[src/rtl/fpu_int_pkg.sv]
// Shared definitions for the integer add/sub engines of the FPU datapath.
// Holds the sequencer state encoding and the op encoding used on in_op.
package fpu_int_pkg;

  // Sequencer states: waiting for operands, shifting bits, holding result.
  typedef enum logic [1:0] {
    IDLE = 2'd0,
    RUN  = 2'd1,
    DONE = 2'd2
  } state_t;

  // Operation encoding on in_op / the cell op input.
  localparam logic OP_ADD = 1'b0;
  localparam logic OP_SUB = 1'b1;

endpackage : fpu_int_pkg

[src/rtl/addsub_bit_cell.sv]
// One-bit full adder/subtractor.
// Subtraction is formed as A + ~B + cin: B is inverted when op selects
// subtract, and the sequencer seeds the carry with op so the first cin is 1.
module addsub_bit_cell
  import fpu_int_pkg::*;
(
  input  logic A,
  input  logic B,
  input  logic op,
  input  logic cin,
  output logic result,
  output logic cout
);

  logic b_eff;

  // Conditionally invert B, then a plain full-adder sum and majority carry.
  always_comb begin
    b_eff  = B ^ (op == OP_SUB);
    result = A ^ b_eff ^ cin;
    cout   = (A & b_eff) | (A & cin) | (b_eff & cin);
  end

endmodule : addsub_bit_cell

[src/rtl/serial_addsub_ctrl.sv]
// Bit-serial add/subtract sequencer.
// Operands are accepted through a valid/ready handshake, then one bit pair
// per cycle (LSB first) goes through a single addsub_bit_cell while the
// carry is held in a register. The result is presented on valid/ready.
// Optional status flags (out_zero, out_ovf) are built when the macro
// SERIAL_ADDSUB_FLAGS_EN is defined.
module serial_addsub_ctrl
  import fpu_int_pkg::*;
#(
  parameter int WIDTH = 8
) (
  input  logic             clk,
  input  logic             rst,
  input  logic             in_valid,
  output logic             in_ready,
  input  logic [WIDTH-1:0] in_a,
  input  logic [WIDTH-1:0] in_b,
  input  logic             in_op,
  output logic             out_valid,
  input  logic             out_ready,
  output logic [WIDTH-1:0] out_result,
  output logic             out_cout,
  output logic             busy
`ifdef SERIAL_ADDSUB_FLAGS_EN
  ,
  output logic             out_zero,
  output logic             out_ovf
`endif
);

  localparam int CNT_W = $clog2(WIDTH);
  localparam logic [CNT_W-1:0] LAST_CNT = CNT_W'(WIDTH - 1);

  state_t state;
  state_t state_nxt;

  logic [WIDTH-1:0] a_sh;
  logic [WIDTH-1:0] b_sh;
  logic [WIDTH-1:0] res_sh;
  logic [WIDTH-1:0] res_nxt;
  logic             op_q;
  logic             carry;
  logic [CNT_W-1:0] cnt;

  logic             cell_sum;
  logic             cell_cout;
  logic             accept;
  logic             last_bit;

  // The single arithmetic cell, fed from the bottom of the shift registers.
  addsub_bit_cell u_cell (
    .A      (a_sh[0]),
    .B      (b_sh[0]),
    .op     (op_q),
    .cin    (carry),
    .result (cell_sum),
    .cout   (cell_cout)
  );

  // Handshake qualifiers and the value the result register takes next.
  always_comb begin
    accept   = in_valid && (state == IDLE);
    last_bit = (state == RUN) && (cnt == LAST_CNT);
    res_nxt  = {cell_sum, res_sh[WIDTH-1:1]};
  end

  // State register; reset wins over every other input.
  always_ff @(posedge clk) begin
    if (rst) begin
      state <= IDLE;
    end else begin
      state <= state_nxt;
    end
  end

  // Next-state logic and the handshake/status outputs.
  always_comb begin
    state_nxt = state;
    in_ready  = 1'b0;
    out_valid = 1'b0;
    busy      = 1'b0;
    case (state)
      IDLE: begin
        in_ready = 1'b1;
        if (accept) begin
          state_nxt = RUN;
        end
      end
      RUN: begin
        busy = 1'b1;
        if (last_bit) begin
          state_nxt = DONE;
        end
      end
      DONE: begin
        busy      = 1'b1;
        out_valid = 1'b1;
        if (out_ready) begin
          state_nxt = IDLE;
        end
      end
      default: begin
        state_nxt = IDLE;
      end
    endcase
  end

  // Datapath: capture operands on accept, shift one bit per RUN cycle.
  // Nothing here moves in DONE, so the result is stable under back-pressure.
  always_ff @(posedge clk) begin
    if (rst) begin
      a_sh   <= '0;
      b_sh   <= '0;
      res_sh <= '0;
      op_q   <= 1'b0;
      carry  <= 1'b0;
      cnt    <= '0;
    end else begin
      case (state)
        IDLE: begin
          if (accept) begin
            a_sh  <= in_a;
            b_sh  <= in_b;
            op_q  <= in_op;
            carry <= in_op;
            cnt   <= '0;
          end
        end
        RUN: begin
          a_sh   <= a_sh >> 1;
          b_sh   <= b_sh >> 1;
          res_sh <= res_nxt;
          carry  <= cell_cout;
          cnt    <= cnt + CNT_W'(1);
        end
        default: begin
        end
      endcase
    end
  end

  assign out_result = res_sh;
  assign out_cout   = carry;

`ifdef SERIAL_ADDSUB_FLAGS_EN
  logic zero_q;
  logic ovf_q;

  // Flags are registered on the last RUN cycle: the cell's cin there is the
  // carry into the MSB and its cout the carry out of the MSB.
  always_ff @(posedge clk) begin
    if (rst) begin
      zero_q <= 1'b0;
      ovf_q  <= 1'b0;
    end else if (last_bit) begin
      zero_q <= (res_nxt == '0);
      ovf_q  <= carry ^ cell_cout;
    end
  end

  assign out_zero = zero_q;
  assign out_ovf  = ovf_q;
`else
  // Flag ports and logic are not built in this configuration.
`endif

endmodule : serial_addsub_ctrl

[config.mk]
export PLATFORM = sky130hd
export DESIGN_NAME = serial_addsub_ctrl
export DESIGN_NICKNAME = d
export VERILOG_FILES = /design/src/rtl/fpu_int_pkg.sv /design/src/rtl/addsub_bit_cell.sv /design/src/rtl/serial_addsub_ctrl.sv
export SDC_FILE = /design/constraint.sdc
export NUM_CORES = 1
export LEC_CHECK = 0
export ABC_AREA = 1
export BUFFER_PORTS_ARGS = -buffer_cell sky130_fd_sc_hd__buf_2
export CAP_MARGIN = 10
export CELL_PAD_IN_SITES_DETAIL_PLACEMENT = 2
export CELL_PAD_IN_SITES_GLOBAL_PLACEMENT = 2
export CORE_ASPECT_RATIO = 0.9
export CORE_MARGIN = 2
export CORE_UTILIZATION = 33
export CTS_BUF_LIST = sky130_fd_sc_hd__clkbuf_8
export DETAILED_ROUTE_END_ITERATION = 10
export PLACE_DENSITY_LB_ADDON = 0.05
export SYNTH_ARGS = -nofsm -noshare
export SYNTH_HDL_FRONTEND = slang
export SYNTH_SLANG_ARGS = --single-unit
export TNS_END_PERCENT = 1
[constraint.sdc]
create_clock -name clk -period 3.75 [get_ports clk]
set_input_delay 0.5625 -clock clk [delete_from_list [all_inputs] [get_ports clk]]
set_output_delay 0.5625 -clock clk [all_outputs]
set_load 0.03 [all_outputs]
* Word level (Yosys, flattened, before mapping)
Cells that the tools add are included.
** Operators by class
- Mux-type cells :: 15
- Bitwise gates (word level) :: 8
- Reduce and logical (&&, ||, !) cells :: 8
- Add/subtract/negate cells :: 1
- Equal/unequal tests :: 6
** Operator list (number)
- 8-bit one-hot mux with 2 select lines :: 2
- 8-bit 2-to-1 mux :: 2
- 2-bit 2-to-1 mux :: 3
- 2-bit != test (second input constant) :: 3
- 2-bit one-hot mux with 3 select lines :: 1
- 3-bit one-hot mux with 2 select lines :: 1
- 1-bit 2-to-1 mux :: 4
- 2-bit AND reduction :: 2
- 3-bit by 1-bit adder with 3-bit output (second input constant) :: 1
- 1-bit bitwise AND :: 3
- 3-bit equality test (second input constant) :: 1
- 3-bit 2-to-1 mux :: 1
- 3-bit AND reduction :: 1
- 1-bit XOR :: 3
- 2-bit by 1-bit equality test with 1-bit output (second input constant) :: 1
- 2-bit equality test (second input constant) :: 1
- 1-bit logical AND :: 2
- 2-bit zero test :: 1
- 1-bit bitwise OR :: 2
- 1-bit one-hot mux with 2 select lines :: 1
- 2-bit nonzero test :: 1
- 2-bit OR reduction :: 1
** Word-level totals
- Word-level logic and storage cells :: 45
- Bits in registers :: 31
- Output and inout bits :: 12
- Bits of input ports :: 21

* Longest topological paths before layout
- Word-level depth :: 5
- Depth in mapped cells :: 8
- Gate-level depth less buffers :: 8

* Modules after synthesis
From an unflattened synthesis, not the netlist that was laid out.
** Second synthesis, totals
- Cell total of the unflattened synthesis :: 210
- Area total of the unflattened synthesis :: 1443.9 um2
** By module, submodules not included
- serial_addsub_ctrl :: instances 1, seq. area each 620.6 um2, cells each 200, area an instance 1390.1 um2
- addsub_bit_cell :: instances 1, seq. area each 0.0 um2, cells each 10, area an instance 53.8 um2

* Worst setup path after synthesis
Ideal clock, no wire load.
- Path type :: register -> register
- From :: register state[1]
- To :: register cnt[0]
- Stages on the path, launching flop included :: 9
- Period minus slack after synthesis :: 1.561 ns
- Required time :: 3.635 ns
- Arrival time :: 1.446 ns
- Setup slack :: 2.189 ns
- Path buffers :: 1
- Setup time :: 0.115 ns
- Cell sequence :: dfxtp_1 -> inv_1 -> ha_1 -> nand2_1 -> o21ai_2 -> buf_6 -> nand2_1 -> nand2_1 -> nor2_1
** On the way
- Cells in the longest elaborated chain, start to end :: 4
- Elaborated cells on any way between the ends :: 7
- Classes of those cells :: eq/ne (2); mux (1); reduce/logical (4)
** Ends and longest elaborated chain
- start, declared :: RTL line serial_addsub_ctrl.sv:34 : state_t state;
- start signal, assigned :: RTL line serial_addsub_ctrl.sv:72 : state <= state_nxt;
- 2-bit zero test :: RTL line serial_addsub_ctrl.sv:62, serial_addsub_ctrl.sv:119
- 1-bit logical AND :: RTL line serial_addsub_ctrl.sv:62 : accept = in_valid && (state == IDLE);
- 2-bit != test (no line)
- 2-bit AND reduction (no line)
- end signal, assigned :: RTL line serial_addsub_ctrl.sv:134 : cnt <= cnt + CNT_W'(1);
- end, declared :: RTL line serial_addsub_ctrl.sv:43 : logic [CNT_W-1:0] cnt;
Parallel ways exist; a longest one is shown, timed or not.
A chain may end at the register's enable or synchronous reset.

* Worst setup path in the final report
- From :: register state[1]
- To :: register a_sh[2]
** On the way
- Cells in the longest elaborated chain, start to end :: 4
- Elaborated cells on any way between the ends :: 7
- Classes of those cells :: eq/ne (2); mux (1); reduce/logical (4)
** Ends and longest elaborated chain
- 2-bit zero test :: RTL line serial_addsub_ctrl.sv:62, serial_addsub_ctrl.sv:119
- 1-bit logical AND :: RTL line serial_addsub_ctrl.sv:62
- 2-bit != test (no line)
- 2-bit AND reduction (no line)
- end signal, assigned :: RTL line serial_addsub_ctrl.sv:122 : a_sh <= in_a;
- end signal, assigned :: RTL line serial_addsub_ctrl.sv:130 : a_sh <= a_sh >> 1;
- end, declared :: RTL line serial_addsub_ctrl.sv:37 : logic [WIDTH-1:0] a_sh;
Parallel ways exist; a longest one is shown, timed or not.

==> results_dict.tcl <==
set metrics [dict create \
    grt.overflow.total 0 \
    core_um2 4184 \
    worst_pin_slew_ps 731.4 \
    async_flop_share 0 \
    end_kind "flop" \
    relSlewSlack 0.5119 \
    cp.required_ps 3960 \
    fin_tns_setup_ps 0 \
    diodes 0 \
    critPathMaxFanout 29 \
    port-buffer-count 32 \
    avgViaCountPerCell 4.672 \
    critPathSlowestCell "o21ai_2" \
    cts_root_buf "clkbuf_8" \
    synthMostInstantiatedCell "nand2_1" \
    synthFlopType "dfxtp_1" \
    post_synth_num_cell_types 22 \
    max_cap_violations 0 \
    critPathArrivalTime_ps 2150 \
    dr.pass1.iters 6 \
    cpLargestDelayFamily "compound AO/OA/AOI/OAI gates" \
    synth_area_per_cell_um2 7.224 \
    fill_cells 508 \
    synth_nets 231 \
    drive_above_1_share 0.2331 \
    synth_area_leaders "dfxtp_1 (42%), nand2_1 (14%), nor2_1 (10%)" \
    ys_ff_latch 31 \
    regArea_um2 620.6 \
    worst_setup_path_start_kind "flop" \
    fin_nets 263 \
    critical_path_class "reg -> reg" \
    fp.dieW_um 74.27 \
    synth_edf_count 0 \
    grt_pass1_wl_um 6665 \
    synth_top_area_share 0.4232 \
    synth_cells 203 \
    die_h_um 67.24 \
    grt_use_total 0.1793 \
    grt_max_degree 30 \
    rows 22 \
    path_clk_slew_ps 70 \
    hold_class "reg -> reg" \
    hold_viol_final 0 \
    ios 33 \
    antenna_found_initial 0 \
    yosysWarnings 0 \
    grt_setup_unrepaired "false" \
    setup_viol 0 \
    synth_common_cells "nand2_1 (55), nor2_1 (39), dfxtp_1 (31)" \
    initial_utilization 0.3505 \
    gp_congestion 0.7148 \
    cts_tree "yes" \
    fin_crit_sh 0.5149 \
    cts_made_buffers 5 \
    synth_area_um2 1466 \
    routed_wirelength_um 4021 \
    power_density_nw_per_um2 738.0 \
    finalMaxSlewViolations 0 \
    synth_area_leader_cell "dfxtp_1" \
    finalPower_mw 1.291 \
    antenna_left 0 \
    skew_ps 4.062 \
    run_status "finished, final reports clean" \
    postCtsSetupBuffers 0 \
    cts_resized 0 \
    ys_seq_area_frac 0.4232 \
    vias 1383 \
    hold_buffers 0 \
    min_period_ps 1931 \
    multiInputGateArea_um2 740.7 \
    insertion_delay_ps 280 \
    die_area_um2 4994 \
    cts.path.max_buffers 2 \
    max_clock_freq_ghz 0.5179 \
    grt_pass1_vias 1468 \
    syn2layout_area_growth_pct 19.28 \
    clock-sinks 31 \
    htree_levels 2 \
    crit_chain "inv_1 > ha_1 > buf_4 > inv_2 > o21ai_2 > o21ai_0 > nor2_1" \
    total_leakage_power_nw 0.8638 \
    hpwl_um 2936 \
    wl_per_cell_um 13.58 \
    path_buf_inv 3 \
    drc 0 \
    first_iter_violations 43 \
    peakVddDrop_uv 307.0 \
    slowest_delay_ps 530 \
]
## sequential cells by signal (all words and copies together), names as in the netlist
signal and count:
out_cout 1, b_sh 8, cnt 3, state 2, a_sh 8, op_q 1
out_result 8
## final cells by class
class / instances / share of cell area
clock buffers: 7 / 0.05508
clock inverters: 1 / 0.002146
inverters: 10 / 0.02146
multi-input cells: 153 / 0.4235
flip-flops and latches: 31 / 0.3548
well taps: 60 / 0.04292
repair buffers: 34 / 0.1001
## cell families (layout without fill, tap and decap cells)
kind of cell    after synthesis  after routing  synth area share
xor+xnor                      1              1          0.005974
flops                        31             31            0.4232
fa+ha+maj                     7              7           0.06485
buf+inv                      19             52           0.07166
simple gates                111            111            0.3080
compound gates               34             34            0.1263
## placed cells by master, fill, tap and decap left out, drive strengths merged
master   n
nand2   56
nor2    49
buf     34
dfxtp   31
o21ai   27
inv     11
a21oi    7
clkbuf   7
nand3    6
ha       6
xnor2    1
fa       1
## path summary, 6_finish.rpt
path	startpoint	end	slack (ps)	cells after the start
worst max register to register	state[1]	a_sh[2]	1820	7
worst min-delay path	a_sh[7]	a_sh[7]	470	2
worst min register to register	a_sh[7]	a_sh[7]	470	2
worst max-delay path	state[1]	a_sh[2]	1820	7
## stage by stage
stage / setup slack, ps / hold slack, ps / instance area [um2] / utilization / cells
3_3_place_gp: 1977 / 453.6 / 1649 / 0.3941 / 288
6_report: 1819 / 471.8 / 1749 / 0.4181 / 296
2_1_floorplan: 2189 / 434.9 / 1466 / - / 203
3_5_place_dp: 1824 / 470.3 / 1649 / 0.3941 / 288
4_1_cts: 1817 / 478.4 / 1749 / 0.4181 / 296
5_1_grt: 1665 / 503.4 / 1749 / 0.4181 / 296
## worst reg2reg max path: cells and delay by family, from the launching register on
kind | cells | cell delay, ps
and+or+nand+nor | 1 | 140
adders and majority gates | 1 | 160
DFF | 1 | 330
buffers and inverters | 3 | 510
AOI/OAI and AO/OA | 2 | 720
## metal layers
metal	GRT usage	vias up	share of wire
met4	0.06027	0	0.013
met1	0.2086	657	0.46
met3	0.04478	5	0.033
li1	-	699	-
met2	0.3214	22	0.50
met5	0	-	0
## power breakdown
group	switching [mW]	leakage, nW	total (mW)	internal (mW)
clock network	0.125	0.0557	0.290	0.165
logic	0.374	0.553	0.531	0.158
registers	0.0539	0.255	0.470	0.416
Note: power is estimated with default switching activity, not from simulation.
